**config.mk**
```make
export PLATFORM = sky130hd
export DESIGN_NAME = hex_display_ctrl
export DESIGN_NICKNAME = d
export VERILOG_FILES = /design/src/rtl/hex_disp_pkg.sv /design/src/rtl/seg7_decode.sv /design/src/rtl/hex_display_ctrl.sv
export SDC_FILE = /design/constraint.sdc
export NUM_CORES = 1
export LEC_CHECK = 0
export ABC_CLOCK_PERIOD_IN_PS = 7300
export BUFFER_PORTS_ARGS = -buffer_cell sky130_fd_sc_hd__buf_2
export CAP_MARGIN = 0
export CORE_MARGIN = 1.5
export CORE_UTILIZATION = 45
export CTS_BUF_LIST = sky130_fd_sc_hd__clkbuf_4 sky130_fd_sc_hd__clkbuf_8
export DETAILED_ROUTE_END_ITERATION = 12
export PLACE_DENSITY = 0.73
export SETUP_SLACK_MARGIN = 0.1
export SLEW_MARGIN = 40
export SYNTH_ARGS = -nofsm -noshare
export SYNTH_HDL_FRONTEND = slang
export SYNTH_SLANG_ARGS = --single-unit
```
**constraint.sdc**
```tcl
create_clock -name CLOCK_50 -period 7.3 [get_ports CLOCK_50]
set_clock_uncertainty 0.2 [all_clocks]
set_input_delay 1.095 -clock CLOCK_50 [delete_from_list [all_inputs] [get_ports CLOCK_50]]
set_output_delay 1.095 -clock CLOCK_50 [all_outputs]
set_load 0.02 [all_outputs]
```
**src/rtl/hex_disp_pkg.sv**
```systemverilog
// Shared definitions for the HEX display controller.
//   mode_t       display mode held in CTRL[1:0]
//   ADDR_*       Avalon-MM register addresses
//   SEG_BLANK    active-low pattern with every segment off
//   CTRL_*       bit positions of the CTRL fields
package hex_disp_pkg;

  typedef enum logic [1:0] {
    STATIC = 2'd0,
    BLINK  = 2'd1,
    SCROLL = 2'd2,
    COUNT  = 2'd3
  } mode_t;

  localparam logic [1:0] ADDR_VALUE = 2'd0;
  localparam logic [1:0] ADDR_CTRL  = 2'd1;
  localparam logic [1:0] ADDR_RATE  = 2'd2;

  localparam logic [6:0] SEG_BLANK = 7'h7F;

  localparam int CTRL_MODE_LSB = 0;
  localparam int CTRL_MODE_W   = 2;
  localparam int CTRL_EN_LSB   = 8;
  localparam int CTRL_EN_W     = 8;

endpackage

```
**src/rtl/seg7_decode.sv**
```systemverilog
// Combinational hex nibble to seven-segment decoder.
//   nibble  4-bit value 0..F
//   seg     active-low segments, bit order gfedcba
module seg7_decode (
  input  logic [3:0] nibble,
  output logic [6:0] seg
);

  always_comb begin
    seg = 7'h7F;
    unique case (nibble)
      4'h0: seg = 7'h40;
      4'h1: seg = 7'h79;
      4'h2: seg = 7'h24;
      4'h3: seg = 7'h30;
      4'h4: seg = 7'h19;
      4'h5: seg = 7'h12;
      4'h6: seg = 7'h02;
      4'h7: seg = 7'h78;
      4'h8: seg = 7'h00;
      4'h9: seg = 7'h10;
      4'hA: seg = 7'h08;
      4'hB: seg = 7'h03;
      4'hC: seg = 7'h46;
      4'hD: seg = 7'h21;
      4'hE: seg = 7'h06;
      4'hF: seg = 7'h0E;
    endcase
  end

endmodule

```
**src/rtl/hex_display_ctrl.sv**
```systemverilog
// Multi-digit seven-segment controller with an Avalon-MM register set.
//   CLOCK_50       system clock
//   reset          synchronous, active-high
//   avs_*          register port: VALUE (0), CTRL (1), RATE (2), reserved (3)
//   hex_out        active-low segments, digit i in bits [7*i+6:7*i]
//   tick           one-cycle pulse at each prescaler expiry
//   count_wrap     one-cycle pulse when COUNT mode rolls over to 0
//
// Mode state:
//   mode    | meaning
//   STATIC  | digit i shows VALUE nibble i
//   BLINK   | phase toggles per tick, phase 1 blanks the display
//   SCROLL  | digit i shows nibble (i+offset) mod N_DIGITS, offset steps per tick
//   COUNT   | VALUE increments per tick
module hex_display_ctrl
  import hex_disp_pkg::*;
#(
  parameter int N_DIGITS     = 6,
  parameter int RATE_W       = 26,
  parameter int DEFAULT_RATE = 12_500_000
) (
  input  logic                  CLOCK_50,
  input  logic                  reset,
  input  logic [1:0]            avs_address,
  input  logic                  avs_write,
  input  logic [31:0]           avs_writedata,
  input  logic                  avs_read,
  output logic [31:0]           avs_readdata,
  output logic [7*N_DIGITS-1:0] hex_out,
  output logic                  tick,
  output logic                  count_wrap
);

  localparam int VAL_W = 4 * N_DIGITS;
  localparam int OFF_W = (N_DIGITS > 1) ? $clog2(N_DIGITS) : 1;

  logic [VAL_W-1:0]    value_q;
  mode_t               mode_q;
  logic [N_DIGITS-1:0] en_q;
  logic [RATE_W-1:0]   rate_q;
  logic [RATE_W-1:0]   cnt_q;
  logic [OFF_W-1:0]    offset_q;
  logic                phase_q;

  logic                wr_value, wr_ctrl, wr_rate;
  logic                expire;
  logic [RATE_W-1:0]   wd_rate;
  logic [31:0]         rd_data;
  logic [3:0]          disp_nib [N_DIGITS];
  logic [6:0]          dec_seg  [N_DIGITS];
  logic [7*N_DIGITS-1:0] hex_next;
  logic                unused_wdata;

  assign unused_wdata = ^avs_writedata;

  assign wr_value = avs_write && (avs_address == ADDR_VALUE);
  assign wr_ctrl  = avs_write && (avs_address == ADDR_CTRL);
  assign wr_rate  = avs_write && (avs_address == ADDR_RATE);
  assign wd_rate  = avs_writedata[RATE_W-1:0];
  assign expire   = (cnt_q == rate_q - RATE_W'(1));

  // Source nibble for a digit; SCROLL rotates, the sum never reaches 2*N.
  function automatic int nib_index(input int digit, input int off, input logic scroll);
    int idx;
    idx = digit;
    if (scroll) begin
      idx = digit + off;
      if (idx >= N_DIGITS) idx = idx - N_DIGITS;
    end
    return idx;
  endfunction

  always_comb begin
    for (int i = 0; i < N_DIGITS; i++) begin
      disp_nib[i] = value_q[4*nib_index(i, int'(offset_q), mode_q == SCROLL) +: 4];
    end
  end

  for (genvar g = 0; g < N_DIGITS; g++) begin : g_dec
    seg7_decode u_dec (
      .nibble (disp_nib[g]),
      .seg    (dec_seg[g])
    );
  end

  always_comb begin
    hex_next = '1;
    for (int i = 0; i < N_DIGITS; i++) begin
      if (!en_q[i] || (mode_q == BLINK && phase_q)) hex_next[7*i +: 7] = SEG_BLANK;
      else                                          hex_next[7*i +: 7] = dec_seg[i];
    end
  end

  always_comb begin
    rd_data = '0;
    case (avs_address)
      ADDR_VALUE: rd_data[VAL_W-1:0] = value_q;
      ADDR_CTRL: begin
        rd_data[CTRL_MODE_LSB +: CTRL_MODE_W] = mode_q;
        rd_data[CTRL_EN_LSB +: N_DIGITS]      = en_q;
      end
      ADDR_RATE:  rd_data[RATE_W-1:0] = rate_q;
      default:    rd_data = '0;
    endcase
  end

  always_ff @(posedge CLOCK_50) begin
    if (reset) begin
      value_q      <= '0;
      mode_q       <= STATIC;
      en_q         <= '0;
      rate_q       <= RATE_W'(DEFAULT_RATE);
      cnt_q        <= '0;
      offset_q     <= '0;
      phase_q      <= 1'b0;
      avs_readdata <= '0;
      hex_out      <= '1;
      tick         <= 1'b0;
      count_wrap   <= 1'b0;
    end else begin
      tick       <= expire;
      count_wrap <= 1'b0;

      if (expire || wr_ctrl || wr_rate) cnt_q <= '0;
      else                              cnt_q <= cnt_q + RATE_W'(1);

      if (wr_rate) rate_q <= (wd_rate == '0) ? RATE_W'(1) : wd_rate;

      // A CTRL write restarts the mode from a clean state and suppresses
      // whatever mode action a coincident tick would have caused.
      if (wr_ctrl) begin
        mode_q   <= mode_t'(avs_writedata[CTRL_MODE_LSB +: CTRL_MODE_W]);
        en_q     <= avs_writedata[CTRL_EN_LSB +: N_DIGITS];
        offset_q <= '0;
        phase_q  <= 1'b0;
      end else if (expire) begin
        case (mode_q)
          BLINK:  phase_q <= ~phase_q;
          SCROLL: offset_q <= (offset_q == OFF_W'(N_DIGITS - 1)) ? '0 : offset_q + OFF_W'(1);
          default: ;
        endcase
      end

      // A host VALUE write takes priority over the COUNT increment.
      if (wr_value) begin
        value_q <= avs_writedata[VAL_W-1:0];
      end else if (expire && !wr_ctrl && mode_q == COUNT) begin
        value_q    <= value_q + VAL_W'(1);
        count_wrap <= &value_q;
      end

      if (avs_read) avs_readdata <= rd_data;
      hex_out <= hex_next;
    end
  end

endmodule

```
==> results of run 1 <==
flip-flops by register name, summed over array words and instances, names as in the netlist:
name	flops
en_q	6
offset_q	3
rate_q	26
mode_q	2
value_q	24
avs_readdata	26
phase_q	1
hex_out	42
tick	1
count_wrap	1
cnt_q	26
cells in the final DEF (no fill, tap or decap), types with 17 or more instances in the layout:
cell type	synthesis	final
and3_1	19	19
dfxtp_1	158	158
mux2i_1	81	81
inv_1	44	44
xnor2_1	39	39
a21oi_1	74	73
nand3_1	39	39
nor3_1	24	24
nand3b_1	18	18
nand2_1	126	125
buf_2	4	101
xor2_1	30	30
a211oi_1	24	24
clkbuf_8	0	17
ha_1	55	55
nor2b_1	30	28
mux2_2	22	22
nor2_1	136	136
o21ai_0	51	51
power breakdown:
part | switching (mW) | internal (mW)
Combinational | 0.165 | 0.0964
Sequential | 0.0382 | 0.887
Clock | 0.412 | 0.296
Total | 0.615 | 1.28
worst min path at each step:
stage | cells after the start | endpoint | slack, ns | from
after floorplan | 1 | hex_out[21] | 0.20 | en_q[3]
after global placement | 1 | cnt_q[0] | 0.26 | cnt_q[0]
after detailed placement | 2 | avs_readdata[24] | 0.26 | avs_readdata[24]
after CTS | 2 | avs_readdata[25] | 0.28 | avs_readdata[25]
after global routing | 2 | avs_readdata[25] | 0.29 | avs_readdata[25]
final | 2 | avs_readdata[24] | 0.28 | avs_readdata[24]
cell families (layout without fill, tap and decap cells):
| kind of cell | Yosys count | count (layout) | synth area share [%] |
|---|---|---|---|
| and+or+nand+nor | 505 | 505 | 24.7 |
| muxes | 104 | 104 | 10.3 |
| adders and majority gates | 55 | 55 | 6.55 |
| DFF | 158 | 158 | 30.1 |
| buffers and inverters | 128 | 183 | 4.97 |
| xor gates and xnor gates | 70 | 70 | 5.96 |
| other | 1 | 6 | 0.0357 |
| AOI/OAI and AO/OA | 271 | 271 | 17.5 |
per-layer routing:
layer,global-route usage [%],wire [µm],vias up
li1,-,-,4705
met2,38.4,13200,434
met5,0,0,-
met3,4.00,2330,55
met4,7.85,745,0
met1,32.7,13000,4608
stage by stage:
step                total power, mW  utilization [%]  hold slack [ns]  cells  setup slack (ns)
floorplan                      1.12                -            0.202   1297              3.26
global placement               1.19             48.8            0.256   1633              2.72
detailed placement             1.20             48.9            0.261   1633              2.69
CTS                            1.90             50.8            0.283   1665              2.61
global route                   1.96             50.8            0.292   1665              2.16
finish                         1.89             50.8            0.279   1665              2.59
critical path, cell delays in order, from the launching register on:
cell and delay, ns:
dfxtp_1 0.65, ha_1 0.36, xnor2_1 0.30, inv_1 0.13, ha_1 0.21, inv_1 0.05
ha_1 0.24, o21a_1 0.19, mux2_2 0.38, or3b_2 0.48, a21oi_1 0.47, inv_1 0.17
ha_1 0.29, mux2_2 0.27, a21oi_1 0.13, o21ai_0 0.09
layout make-up:
class / instances / area [µm²]
flip-flops and latches: 158 / 3160
fillers: 2153 / 11200
well taps: 313 / 392
multi-input cells: 1011 / 6870
clock buffers: 17 / 234
repair buffers: 107 / 554
inverters: 44 / 165
clock inverters: 15 / 200
==> impl_metrics.py, run 1 <==
metrics = {
    "status": {
        "outcome": "completed",
    },
    "yosys": {
        "yosys_most_used_dff": "dfxtp_1",
        "yosys.cell_count.top_type": "dfxtp_1",
        "synthesis.area_um2": 10500,
        "synth_edf_count": 0,
        "async_flop_share_pct": 0,
        "synth_top_area_share_pct": 30.1,
        "yosysTopAreaCell": "dfxtp_1",
        "synthTopCellsByCount": "dfxtp_1 (158), nor2_1 (136), nand2_1 (126)",
        "syn_avg_cell_area_um2": 8.14,
        "synth-seq-cells": 158,
        "yosysWarnings": 0,
        "yosysSeqAreaShare_pct": 30.1,
        "synth_cells": 1292,
        "synth.distinct_cells": 85,
        "synthTopCellsByArea": "dfxtp_1 (30%), mux2i_1 (7.7%), ha_1 (6.5%), nor2_1 (4.9%), nand2_1 (4.5%)",
    },
    "routing": {
        "wire_per_inst_um": 17.6,
        "route.detailed.drc": 0,
        "via_per_inst": 5.89,
        "drt_wl_total_mm": 29.3,
        "ant_nets": 0,
        "vias": 9802,
        "drt_iter0_markers": 891,
        "dr.pass1.iters": 6,
    },
    "floorplanning": {
        "coreArea_um2": 22800,
        "dieArea_um2": 24300,
        "die_w_um": 156,
        "rows": 55,
        "start_util_pct": 46.2,
        "fp.dieH_um": 156,
        "num_io_pins": 114,
    },
    "timing": {
        "min_period_ns": 4.71,
        "rsz0062_at_grt": "false",
        "fmax_ghz": 0.213,
        "tns_ns": 0,
        "report.final.slew_viol_count": 0,
        "timing.final.crit_share_pct": 64.5,
        "setup_viol": 0,
        "hold_viol": 0,
        "max_slew_margin_pct": 42.7,
        "tightest_slew_ns": 0.855,
    },
    "place": {
        "place.gp.congestion": 0.972,
        "place_hpwl_mm": 21.7,
        "io_buffers": 101,
        "dpl_cell_area_um2": 11100,
    },
    "clocking": {
        "clk_latency_ns": 0.48,
        "numCtsBuffers": 17,
        "cts_tree": "done",
        "ctsLongestPathBuffers": 2,
        "clk_pin_slew_ns": 0.11,
        "cts_resized": 0,
        "htreeDepth": 4,
        "cts_root_buffer": "clkbuf_8",
        "ctsHoldBuffers": 0,
        "numClockSinks": 158,
        "post_cts_buffers": 0,
    },
    "global_routing": {
        "grt-ovfl-total": 0,
        "grt_pass1_vias": 8862,
        "grt_usage_pct": 24.0,
        "antenna_found_initial": 0,
        "grt_max_degree": 89,
        "grt_pass1_wl_mm": 46.4,
    },
    "setup_path": {
        "worst-path-max-fanout": 13,
        "cp.required_ns": 7.47,
        "cp-startpoint": "offset_q[0]",
        "rr_worst_depth": 15,
        "reg2reg_slack_ns": 2.59,
        "crit_type": "reg -> reg",
        "reg2reg_from": "offset_q[0]",
        "arrival_ns": 4.88,
        "r2r-end": "hex_out[12]",
        "critPathLaunchType": "flip-flop",
        "crit_path_end_kind": "flip-flop",
        "crit_end": "hex_out[12]",
    },
    "cells_and_area": {
        "stdcell_area_um2": 11600,
        "syn2layout_area_growth_pct": 10.1,
        "insertedDiodeCount": 0,
        "nNetsFinal": 1432,
        "drive_above_1_share_pct": 14.5,
    },
    "pwr": {
        "vdd_drop_max_mv": 0.145,
        "power_density_nw_per_um2": 164,
        "p_leak_nw": 4.62,
    },
    "worst_hold_path": {
        "hp-class": "reg -> reg",
    },
    "run": {
        "drv_cap": 0,
    },
}
(Power assumes the default switching activity.)
==> run 2, diff against run 1 <==
--- a/config.mk
+++ b/config.mk
@@ -5,7 +5,7 @@
 export SDC_FILE = /design/constraint.sdc
 export NUM_CORES = 1
 export LEC_CHECK = 0
-export ABC_CLOCK_PERIOD_IN_PS = 7300
+export ABC_CLOCK_PERIOD_IN_PS = 4400
 export BUFFER_PORTS_ARGS = -buffer_cell sky130_fd_sc_hd__buf_2
 export CAP_MARGIN = 0
 export CORE_MARGIN = 1.5
==> constraint.sdc (replaced) <==
create_clock -name CLOCK_50 -period 4.4 [get_ports CLOCK_50]
set_clock_uncertainty 0.2 [all_clocks]
set_input_delay 0.66 -clock CLOCK_50 [delete_from_list [all_inputs] [get_ports CLOCK_50]]
set_output_delay 0.66 -clock CLOCK_50 [all_outputs]
set_load 0.02 [all_outputs]
==> run 2 against run 1 <==
Against the previous run: hold slack worse by 0.052 ns; global-route usage up 0.85 points; die area unchanged; critical endpoint is now value_q[23].
==> impl_metrics.py, run 2 (synthesized netlist as in run 1, its figures left out) <==
metrics = {
    "timing": {
        "setup_ws_ns": 0.292,
        "fin_hold_ws_ns": 0.228,
        "report.final.slew_viol_count": 0,
        "timing.final.crit_share_pct": 93.4,
        "rsz0062_at_grt": "false",
        "fmax_ghz": 0.243,
        "max_slew_margin_pct": 51.7,
        "min_period_ns": 4.11,
        "setup_viol": 0,
        "tns_ns": 0,
        "tightest_slew_ns": 0.725,
        "hold_viol": 0,
    },
    "cells_and_area": {
        "final_core_util_pct": 51.8,
        "drive_above_1_share_pct": 16.4,
        "syn2layout_area_growth_pct": 12.3,
        "largest_register_ffs": 42,
        "insertedDiodeCount": 0,
        "stdcell_area_um2": 11800,
        "finalNonFillerCells": 1694,
        "top_register": "hex_out",
        "nNetsFinal": 1461,
        "mostFrequentLayoutCell": "dfxtp_1",
        "mostFrequentLayoutCells": "dfxtp_1 (156), nor2_1 (136), nand2_1 (125), buf_2 (101), mux2i_1 (81)",
    },
    "setup_path": {
        "critPathLaunchType": "flip-flop",
        "arrival_ns": 4.29,
        "reg2reg_slack_ns": 0.29,
        "r2r-end": "value_q[23]",
        "cp_top_family": "simple AND/OR/NAND/NOR gates",
        "crit_path_end_kind": "flip-flop",
        "cp_cell_sequence": "inv_1 -> ha_1 -> or4b_4 -> or4_4 -> a2111oi_4 -> and3_1 -> and4b_4 -> nand4bb_4 -> or4_1 -> a311oi_1",
        "slowest_delay_ns": 0.56,
        "cp.required_ns": 4.58,
        "cpMaxStageDelayCell": "or4b_4",
        "worst-path-max-fanout": 16,
        "crit_type": "reg -> reg",
        "path_buf_inv": 1,
        "reg2reg_from": "rate_q[0]",
        "rr_worst_depth": 10,
    },
    "routing": {
        "vias": 9874,
        "dr.pass1.iters": 6,
        "wire_per_inst_um": 17.8,
        "route.detailed.drc": 0,
        "drt_iter0_markers": 864,
        "via_per_inst": 5.83,
        "drt_wl_total_mm": 30.2,
        "ant_nets": 0,
    },
    "global_routing": {
        "grt_pass1_vias": 9104,
        "grt_pass1_wl_mm": 48.0,
        "antenna_found_initial": 0,
        "grt_max_degree": 87,
        "grt-ovfl-total": 0,
        "grt_usage_pct": 24.8,
    },
    "clocking": {
        "htreeDepth": 4,
        "cts_root_buffer": "clkbuf_8",
        "numClockSinks": 158,
        "cts_tree": "done",
        "clk_pin_slew_ns": 0.11,
        "ctsHoldBuffers": 0,
        "ctsLongestPathBuffers": 2,
        "numCtsBuffers": 17,
        "clk_latency_ns": 0.48,
    },
    "floorplanning": {
        "rows": 55,
        "dieArea_um2": 24300,
        "coreArea_um2": 22800,
        "start_util_pct": 46.2,
        "die_w_um": 156,
        "fp.dieH_um": 156,
        "num_io_pins": 114,
    },
    "place": {
        "dp_worst_setup_slack_ns": 0.170,
        "dp_cells": 1661,
        "place_hpwl_mm": 22.4,
        "dpl_cell_area_um2": 11300,
        "place.gp.congestion": 0.962,
        "io_buffers": 101,
    },
    "pwr": {
        "power_density_nw_per_um2": 267,
        "p_int_mw": 2.13,
        "power_mw": 3.15,
        "switching_share_pct": 32.4,
        "vdd_drop_max_mv": 0.215,
        "p_clk_share_pct": 37.0,
        "p_leak_nw": 4.77,
        "power_switching_mw": 1.02,
        "pwr-share-comb_pct": 14.6,
        "power_frac_seq_pct": 48.5,
    },
    "worst_hold_path": {
        "hold_start": "avs_writedata[25]",
        "hp-class": "in -> reg",
        "hold_depth": 3,
        "worst_hold_path.endpoint": "rate_q[25]",
    },
    "run": {
        "drv_cap": 0,
    },
    "status": {
        "outcome": "completed",
    },
}
==> run 2: area by class of cell <==
type / count / area, µm²
timing repair buffer: 136 / 772
fill: 2153 / 11000
inverter: 44 / 165
tap: 313 / 392
clock inverter: 15 / 195
sequential: 158 / 3170
clock buffer: 17 / 234
multi-input combinational: 1011 / 6880
==> run 2: layer usage <==
metal / global-route usage, % / up-vias / wire length, µm
li1: - / 4772 / -
met1: 32.6 / 4601 / 13200
met2: 39.9 / 427 / 13500
met3: 5.06 / 74 / 2390
met4: 9.66 / 0 / 1170
met5: 0 / - / 0
==> run 2: worst min-delay path, cell delays in order <==
cell and delay [ns]:
buf_2 0.11, nand2_1 0.05, a21oi_1 0.05
==> run 2: worst max path at each step <==
stage	to	cells after the start	startpoint	slack [ns]
2_1_floorplan	hex_out[12]	15	offset_q[0]	0.36
3_3_place_gp	hex_out[38]	14	offset_q[1]	0.28
3_5_place_dp	hex_out[38]	14	offset_q[1]	0.17
4_1_cts	hex_out[38]	14	offset_q[1]	0.16
5_1_grt	hex_out[24]	16	offset_q[1]	0.11
6_report	value_q[23]	10	rate_q[0]	0.29
==> run 2: what timing repair did <==
action | 4_1_cts | 5_1_grt
setup buffers | 0 | 1
endpoints found under the setup margin | 0 | 24
gates resized for setup | 0 | 8
==> run 2: power groups by stage <==
| stage | clock, mW | sequential (mW) | combinational (mW) |
|---|---|---|---|
| final | 1.16 | 1.53 | 0.459 |
| after detailed placement | 0 | 1.56 | 0.446 |
| after CTS | 1.18 | 1.52 | 0.449 |
| after global routing | 1.23 | 1.53 | 0.500 |
| after floorplan | 0 | 1.55 | 0.303 |
| after global placement | 0 | 1.56 | 0.438 |
